===== src/rtl/sort_loader.sv =====
// Serial-to-block loader for the 8-input bitonic sorter.
// Two ping-pong banks: one fills while the other waits for the sorter.
module sort_loader #(
  parameter int DATA_W = 32
) (
  input  logic              clk,
  input  logic              reset,
  input  logic [DATA_W-1:0] in_data,
  input  logic              in_valid,
  input  logic              in_last,
  input  logic              in_dir,
  output logic              in_ready,
  output logic [DATA_W-1:0] w1,
  output logic [DATA_W-1:0] w2,
  output logic [DATA_W-1:0] w3,
  output logic [DATA_W-1:0] w4,
  output logic [DATA_W-1:0] w5,
  output logic [DATA_W-1:0] w6,
  output logic [DATA_W-1:0] w7,
  output logic [DATA_W-1:0] w8,
  output logic              blk_dir,
  output logic [3:0]        blk_count,
  output logic              blk_valid,
  input  logic              blk_ready
);

  logic [DATA_W-1:0] mem_q [2][8];
  logic [DATA_W-1:0] mem_d [2][8];
  logic [1:0]        dir_q, dir_d;
  logic [1:0]        full_q, full_d;
  logic [3:0]        cnt_q [2];
  logic [3:0]        cnt_d [2];
  logic              wr_sel_q, wr_sel_d;
  logic              rd_sel_q, rd_sel_d;
  logic [2:0]        idx_q, idx_d;

  logic              accept;
  logic              rel;
  logic              done;
  logic              bank_dir;
  logic [DATA_W-1:0] pad;

  assign in_ready  = !full_q[wr_sel_q];
  assign blk_valid = full_q[rd_sel_q];
  assign blk_dir   = dir_q[rd_sel_q];
  assign blk_count = cnt_q[rd_sel_q];
  assign w1 = mem_q[rd_sel_q][0];
  assign w2 = mem_q[rd_sel_q][1];
  assign w3 = mem_q[rd_sel_q][2];
  assign w4 = mem_q[rd_sel_q][3];
  assign w5 = mem_q[rd_sel_q][4];
  assign w6 = mem_q[rd_sel_q][5];
  assign w7 = mem_q[rd_sel_q][6];
  assign w8 = mem_q[rd_sel_q][7];

  always_comb begin
    mem_d    = mem_q;
    dir_d    = dir_q;
    full_d   = full_q;
    cnt_d    = cnt_q;
    wr_sel_d = wr_sel_q;
    rd_sel_d = rd_sel_q;
    idx_d    = idx_q;
    accept   = in_valid & in_ready;
    rel      = blk_valid & blk_ready;
    done     = (idx_q == 3'd7) | in_last;
    // first word's direction is not yet registered
    bank_dir = (idx_q == 3'd0) ? in_dir : dir_q[wr_sel_q];
    pad      = {DATA_W{bank_dir}};

    if (accept) begin
      mem_d[wr_sel_q][idx_q] = in_data;
      if (idx_q == 3'd0)
        dir_d[wr_sel_q] = in_dir;
      if (done) begin
        full_d[wr_sel_q] = 1'b1;
        cnt_d[wr_sel_q]  = {1'b0, idx_q} + 4'd1;
        for (int i = 1; i < 8; i++)
          if (3'(i) > idx_q)
            mem_d[wr_sel_q][i] = pad;
        idx_d    = 3'd0;
        wr_sel_d = ~wr_sel_q;
      end else begin
        idx_d = idx_q + 3'd1;
      end
    end

    // a release always targets the other bank when both fire
    if (rel) begin
      full_d[rd_sel_q] = 1'b0;
      rd_sel_d         = ~rd_sel_q;
    end
  end

  always_ff @(posedge clk or posedge reset) begin
    if (reset) begin
      for (int b = 0; b < 2; b++) begin
        for (int i = 0; i < 8; i++)
          mem_q[b][i] <= '0;
        cnt_q[b] <= 4'd0;
      end
      dir_q    <= 2'b00;
      full_q   <= 2'b00;
      wr_sel_q <= 1'b0;
      rd_sel_q <= 1'b0;
      idx_q    <= 3'd0;
    end else begin
      mem_q    <= mem_d;
      cnt_q    <= cnt_d;
      dir_q    <= dir_d;
      full_q   <= full_d;
      wr_sel_q <= wr_sel_d;
      rd_sel_q <= rd_sel_d;
      idx_q    <= idx_d;
    end
  end

endmodule


===== config.mk =====
export PLATFORM = sky130hd
export DESIGN_NAME = sort_loader
export DESIGN_NICKNAME = d
export VERILOG_FILES = /design/src/rtl/sort_loader.sv
export SDC_FILE = /design/constraint.sdc
export NUM_CORES = 1
export LEC_CHECK = 0
export CAP_MARGIN = 15
export CORE_MARGIN = 2
export CORE_UTILIZATION = 58
export CTS_BUF_LIST = sky130_fd_sc_hd__clkbuf_4 sky130_fd_sc_hd__clkbuf_8
export DETAILED_ROUTE_END_ITERATION = 16
export PLACE_DENSITY = 0.91
export SETUP_SLACK_MARGIN = 0.3
export SLEW_MARGIN = 10
export SYNTH_ARGS = -nofsm -noshare
export SYNTH_HDL_FRONTEND = slang
export SYNTH_SLANG_ARGS = --single-unit

===== constraint.sdc =====
create_clock -name clk -period 18.8 [get_ports clk]
set_input_delay 1.88 -clock clk [delete_from_list [all_inputs] [get_ports clk]]
set_output_delay 1.88 -clock clk [all_outputs]
set_load 0.005 [all_outputs]

Word level (Yosys, flattened, before mapping)
Cells that the tools add are included.
W data, S select, Z words.

cells by class
  eq/ne operators = 1
  bitwise gates (word level) = 11
  mux-type cells = 73
  add/sub/neg operators = 2
  reductions and logical operators = 8
  magnitude comparators = 16

operator list
  cell                   number
  $mux W512              20
  $bwmux W512            8
  $demux W256 S1         8
  $mux W256              4
  $mux W224              1
  $mux W192              1
  $mux W160              1
  $mux W128              1
  $demux W32 S3          1
  $mux W96               1
  $mux W32               2
  $mux W64               1
  $mux W4                4
  $gt A3 B3 Y1 const A   4
  $mux W1                11
  $bwmux W8              1
  $gt A2 B3 Y1 const A   2
  $mux W2                3
  $add A3 B1 Y4 const B  1
  $demux W4 S1           1
  $ge A2 B2 Y1 const B   2
  $ge A4 B4 Y1 const B   1
  $logic_and A1 B1 Y1    4
  $lt A1 B2 Y1 const B   2
  20 further kinds       26

storage, ports and cells
  input bits = 38
  flip-flop bits (word level) = 529
  output and inout bits = 263
  logic and storage cells = 134

Longest topological paths before layout
  depth in word-level cells = 35
  mapped depth = 9
  mapped depth without buffers = 6

Worst setup path after synthesis
No wires, ideal clock.

  kind = flip-flop to output port
  start = register rd_sel_q
  end = output port w1[0]
  cell stages (with the launch flop) = 5
  path slack = 15,407 ps
  path buffers = 3
  data required time = 16,920 ps
  arrival = 1,513 ps
  path through = dfrtp_1 clkbuf_1 clkbuf_1 clkbuf_1 mux2_2

between the ends
  longest elaborated chain between the ends = 4

RTL lines
  what                              RTL line  text
  start: declaration                34        logic rd_sel_q, rd_sel_d;
  start signal: assignment          113       rd_sel_q <= rd_sel_d;
  $not A1 Y2 (not written as such)  47        assign w1 = mem_q[rd_sel_q][0];
  $mux W256 (3 in a row)            -
  end: declaration                  13        output logic [DATA_W-1:0] w1,

Every way passes these cells. The select of a mux whose other input is x is not followed.

Final worst setup path
  start = register rd_sel_q
  end = output port w5[19]

between the ends
  longest elaborated chain between the ends = 4

RTL lines
  what                              RTL line  text
  $not A1 Y2 (not written as such)  51        assign w5 = mem_q[rd_sel_q][4];
  $mux W256 (3 in a row)            -
  end: declaration                  17        output logic [DATA_W-1:0] w5,

Every way passes these cells. The select of a mux whose other input is x is not followed.

==> impl_metrics.csv <==
group,metric,value,unit
sta,worst_pin_slew,1126,ps
sta,fin_crit,6107,ps
cts,cts_resized,0,
setup_path,cp_max_fo,85,
sta,slew_headroom,0.2496,
pwr,clkPwrFrac,0.184,
final_layout,nFillCells,2595,
logic_synthesis,ys_seq_area_frac,0.5656,
die,die_area,41970,um^2
routing,drt-wirelength-per-cell,29.74,um
sta,max_freq,163.8,MHz
cts,htreeDepth,3,
logic_synthesis,netlist_instances,1683,
die,num_io_pins,301,
setup_path,cp_top_family,"buffers and inverters",
place,dpl.hpwl,44520,um
logic_synthesis,synth_cell_type_count,44,
global_routing,grt_pass1_wl,111600,um
sta,setup_slack,12690,ps
die,rows,73,
routing,vias,17646,
cts,clkSinkCount,529,
setup_path,critPathRequiredTime,16920,ps
cts,hold_buffers,0,
place,dp_slack,13480,ps
global_routing,grt_max_degree,203,
setup_path,rr_startpoint,"idx_q[1]",
pwr,ir_drop,0.1103,mV
routing,drcViolationCount,0,
routing,ant_nets,0,
pwr,p_int,3.889,mW
routing,drt_iter0_markers,2511,
place,placed_area,26600,um^2
final_layout,drive_gt1_frac,0.3805,
setup_path,crit_path_frequent_cell,"buf_4",
pwr,power_density,201.1,nW/um^2
place,port-buffer-count,300,
routing,routed_wl,73510,um
pwr,switching_share,0.3194,
sta,tns,0,ps
final_layout,design_area,28420,um^2
sta,rsz0062_at_grt,"false",
setup_path,crit_buf_inv,3,
logic_synthesis,synth_edf_count,0,
cts,cts_root_buffer,"clkbuf_8",
die,die_y,204.9,um
place,place.gp.congestion,0.9496,
final_layout,nets,1923,
setup_path,cp_slowest_stage_delay,950,ps
cts,cts_tree,"yes",
pwr,power,5.715,mW
logic_synthesis,synthArstFlopShare,1.000,
setup_path,crit_path_end_kind,"output pin",
sta,hold_viol,0,
flow_run,cap_violations,0,
setup_path,critPathLaunchType,"register",
setup_path,worstSetupPathType,"reg -> out",
logic_synthesis,syn_area_per_cell,13.91,um^2
routing,vias_per_cell,7.138,
sta,skew,31.78,ps
final_layout,syn2layout_area_growth,21.45,%
global_routing,antenna_found_initial,3,
logic_synthesis,synth_ff_type,"dfrtp_1",
setup_path,cpMaxStageDelayCell,"buf_4",
logic_synthesis,ys_warn_count,0,
pwr,pwr-share-comb,0.456,
cts,post_cts_buffers,0,
die,start_util,0.5877,
logic_synthesis,synth_seq_cells,529,
sta,maxSlewViolCount,0,
sta,fin_crit_sh,0.3248,
pwr,leakagePower,11.95,nW
cts,clkTransAtPathRegs,70,ps
sta,setup_viol,0,
logic_synthesis,syn_nets,1725,
global_routing,overflow,0,
cts,clockBufferDepth,3,
die,core,39820,um^2
setup_path,worst_ep_arrival_time,4230,ps
cts,cts_inserted_buffers,84,
die,fp.dieW,204.9,um
global_routing,grt_pass1_vias,17923,
global_routing,grt_usage,0.3497,
pwr,power_switching,1.825,mW
setup_path,startpoint,"rd_sel_q",
cts,clk_latency,650,ps
routing,dr.pass1.iters,6,
min_path,hold_path.class,"reg -> reg",
min_path,min_from,"cnt_q[5]",
setup_path,worstPathCellList,"buf_4 -> buf_4 -> mux2_2 -> clkdlybuf4s50_1",
pwr,p_seq_frac,0.361,
outcome,status,"finished clean",
logic_synthesis,syn_area,23400,um^2
==> per-layer routing <==
| layer | vias up | track usage | share of wire |
|---|---|---|---|
| met5 | - | 0 | 0.00012 |
| met4 | 2 | 0.1691 | 0.047 |
| met3 | 217 | 0.07922 | 0.11 |
| met2 | 1331 | 0.5171 | 0.45 |
| met1 | 9020 | 0.4922 | 0.39 |
| li1 | 7076 | - | - |
==> registers in the layout, indices dropped and copies added, names as in the netlist <==
| name | cells |
|---|---|
| rd_sel_q | 1 |
| wr_sel_q | 1 |
| mem_q | 512 |
| dir_q | 2 |
| cnt_q | 8 |
| full_q | 2 |
| idx_q | 3 |
==> layout by cell type (no fill, tap or decap), types with 9 or more instances in the layout <==
master / n
o221a_2: 180
clkbuf_4: 28
nand2_1: 42
nor2_2: 9
dfrtp_1: 528
clkbuf_8: 109
o21ai_0: 12
a221o_1: 268
buf_4: 41
mux2_2: 330
clkinv_2: 12
nor2_1: 15
clkdlybuf4s50_1: 300
==> path summary, 6_finish.rpt <==
| check | endpoint | slack (ps) | cells after the start |
|---|---|---|---|
| setup / recovery | w5[19] | 12690 | 4 |
| hold / removal | cnt_q[5] | 480 | 2 |
| setup reg to reg | mem_q[322] | 15390 | 7 |
| hold reg to reg | cnt_q[5] | 480 | 2 |
| max in group asynchronous | mem_q[95] | 15260 | 3 |
| min in group asynchronous | mem_q[324] | 1870 | 2 |
==> cell families after synthesis <==
kind of cell / Yosys count / share of synthesized area
buf+inv: 237 / 0.04004
mux: 332 / 0.1602
compound gates: 470 / 0.2065
fa+ha+maj: 4 / 0.002139
flops: 529 / 0.5656
simple gates: 111 / 0.02550
==> metrics by stage <==
step	hold slack, ps	std cells	util
finish	479.1	2472	0.7137
detailed placement	465.3	2319	0.6680
floorplan	440.2	1683	-
global route	506.7	2471	0.7137
CTS	481.1	2469	0.7132
global placement	453.5	2319	0.6680
==> power by group through the flow <==
stage / combinational [mW] / clock (mW) / sequential [mW]
2_1_floorplan: 1.48 / 0 / 1.88
3_3_place_gp: 2.50 / 0 / 2.03
3_5_place_dp: 2.57 / 0 / 2.04
4_1_cts: 2.60 / 1.05 / 2.04
5_1_grt: 2.74 / 1.11 / 2.11
6_report: 2.60 / 1.05 / 2.06
==> layout make-up <==
| cell class | instances | area [um^2] | area share |
|---|---|---|---|
| Antenna cell | 2 | 5.005 | 0.0001761 |
| Clock buffer | 137 | 1710 | 0.06018 |
| Clock inverter | 13 | 90.09 | 0.003169 |
| Inverter | 5 | 26.28 | 0.0009244 |
| Multi-Input combinational cell | 917 | 9328 | 0.3282 |
| Sequential cell | 529 | 13240 | 0.4659 |
| Tap cell | 525 | 656.9 | 0.02311 |
| Timing Repair Buffer | 344 | 3366 | 0.1184 |
==> synth_stat cells, drive strengths merged, types with 2 or more instances <==
cell    instances  share of area
buf            75          0.014
mux2i           2         0.0014
clkbuf        157          0.025
nand2b          3        0.00091
nand2          45         0.0072
nand3           8         0.0019
o21ai          14         0.0030
mux2          330           0.16
and2            2        0.00053
nor2b           2        0.00053
a31oi           2        0.00053
o221a         180          0.087
a21oi           2        0.00043
dfrtp         529           0.57
a221o         268           0.11
ha              4         0.0021
nor3b           3         0.0014
nor2           24         0.0038
nor4            4         0.0019
or2             2        0.00053
nor3           10         0.0028
inv             5        0.00080
==> worst min-delay path, cell delays in order (launching register included) <==
cell and delay (ps):
dfrtp_1 340, nand2_1 50, nand2_1 60
Power figures use the tool's default switching activity.
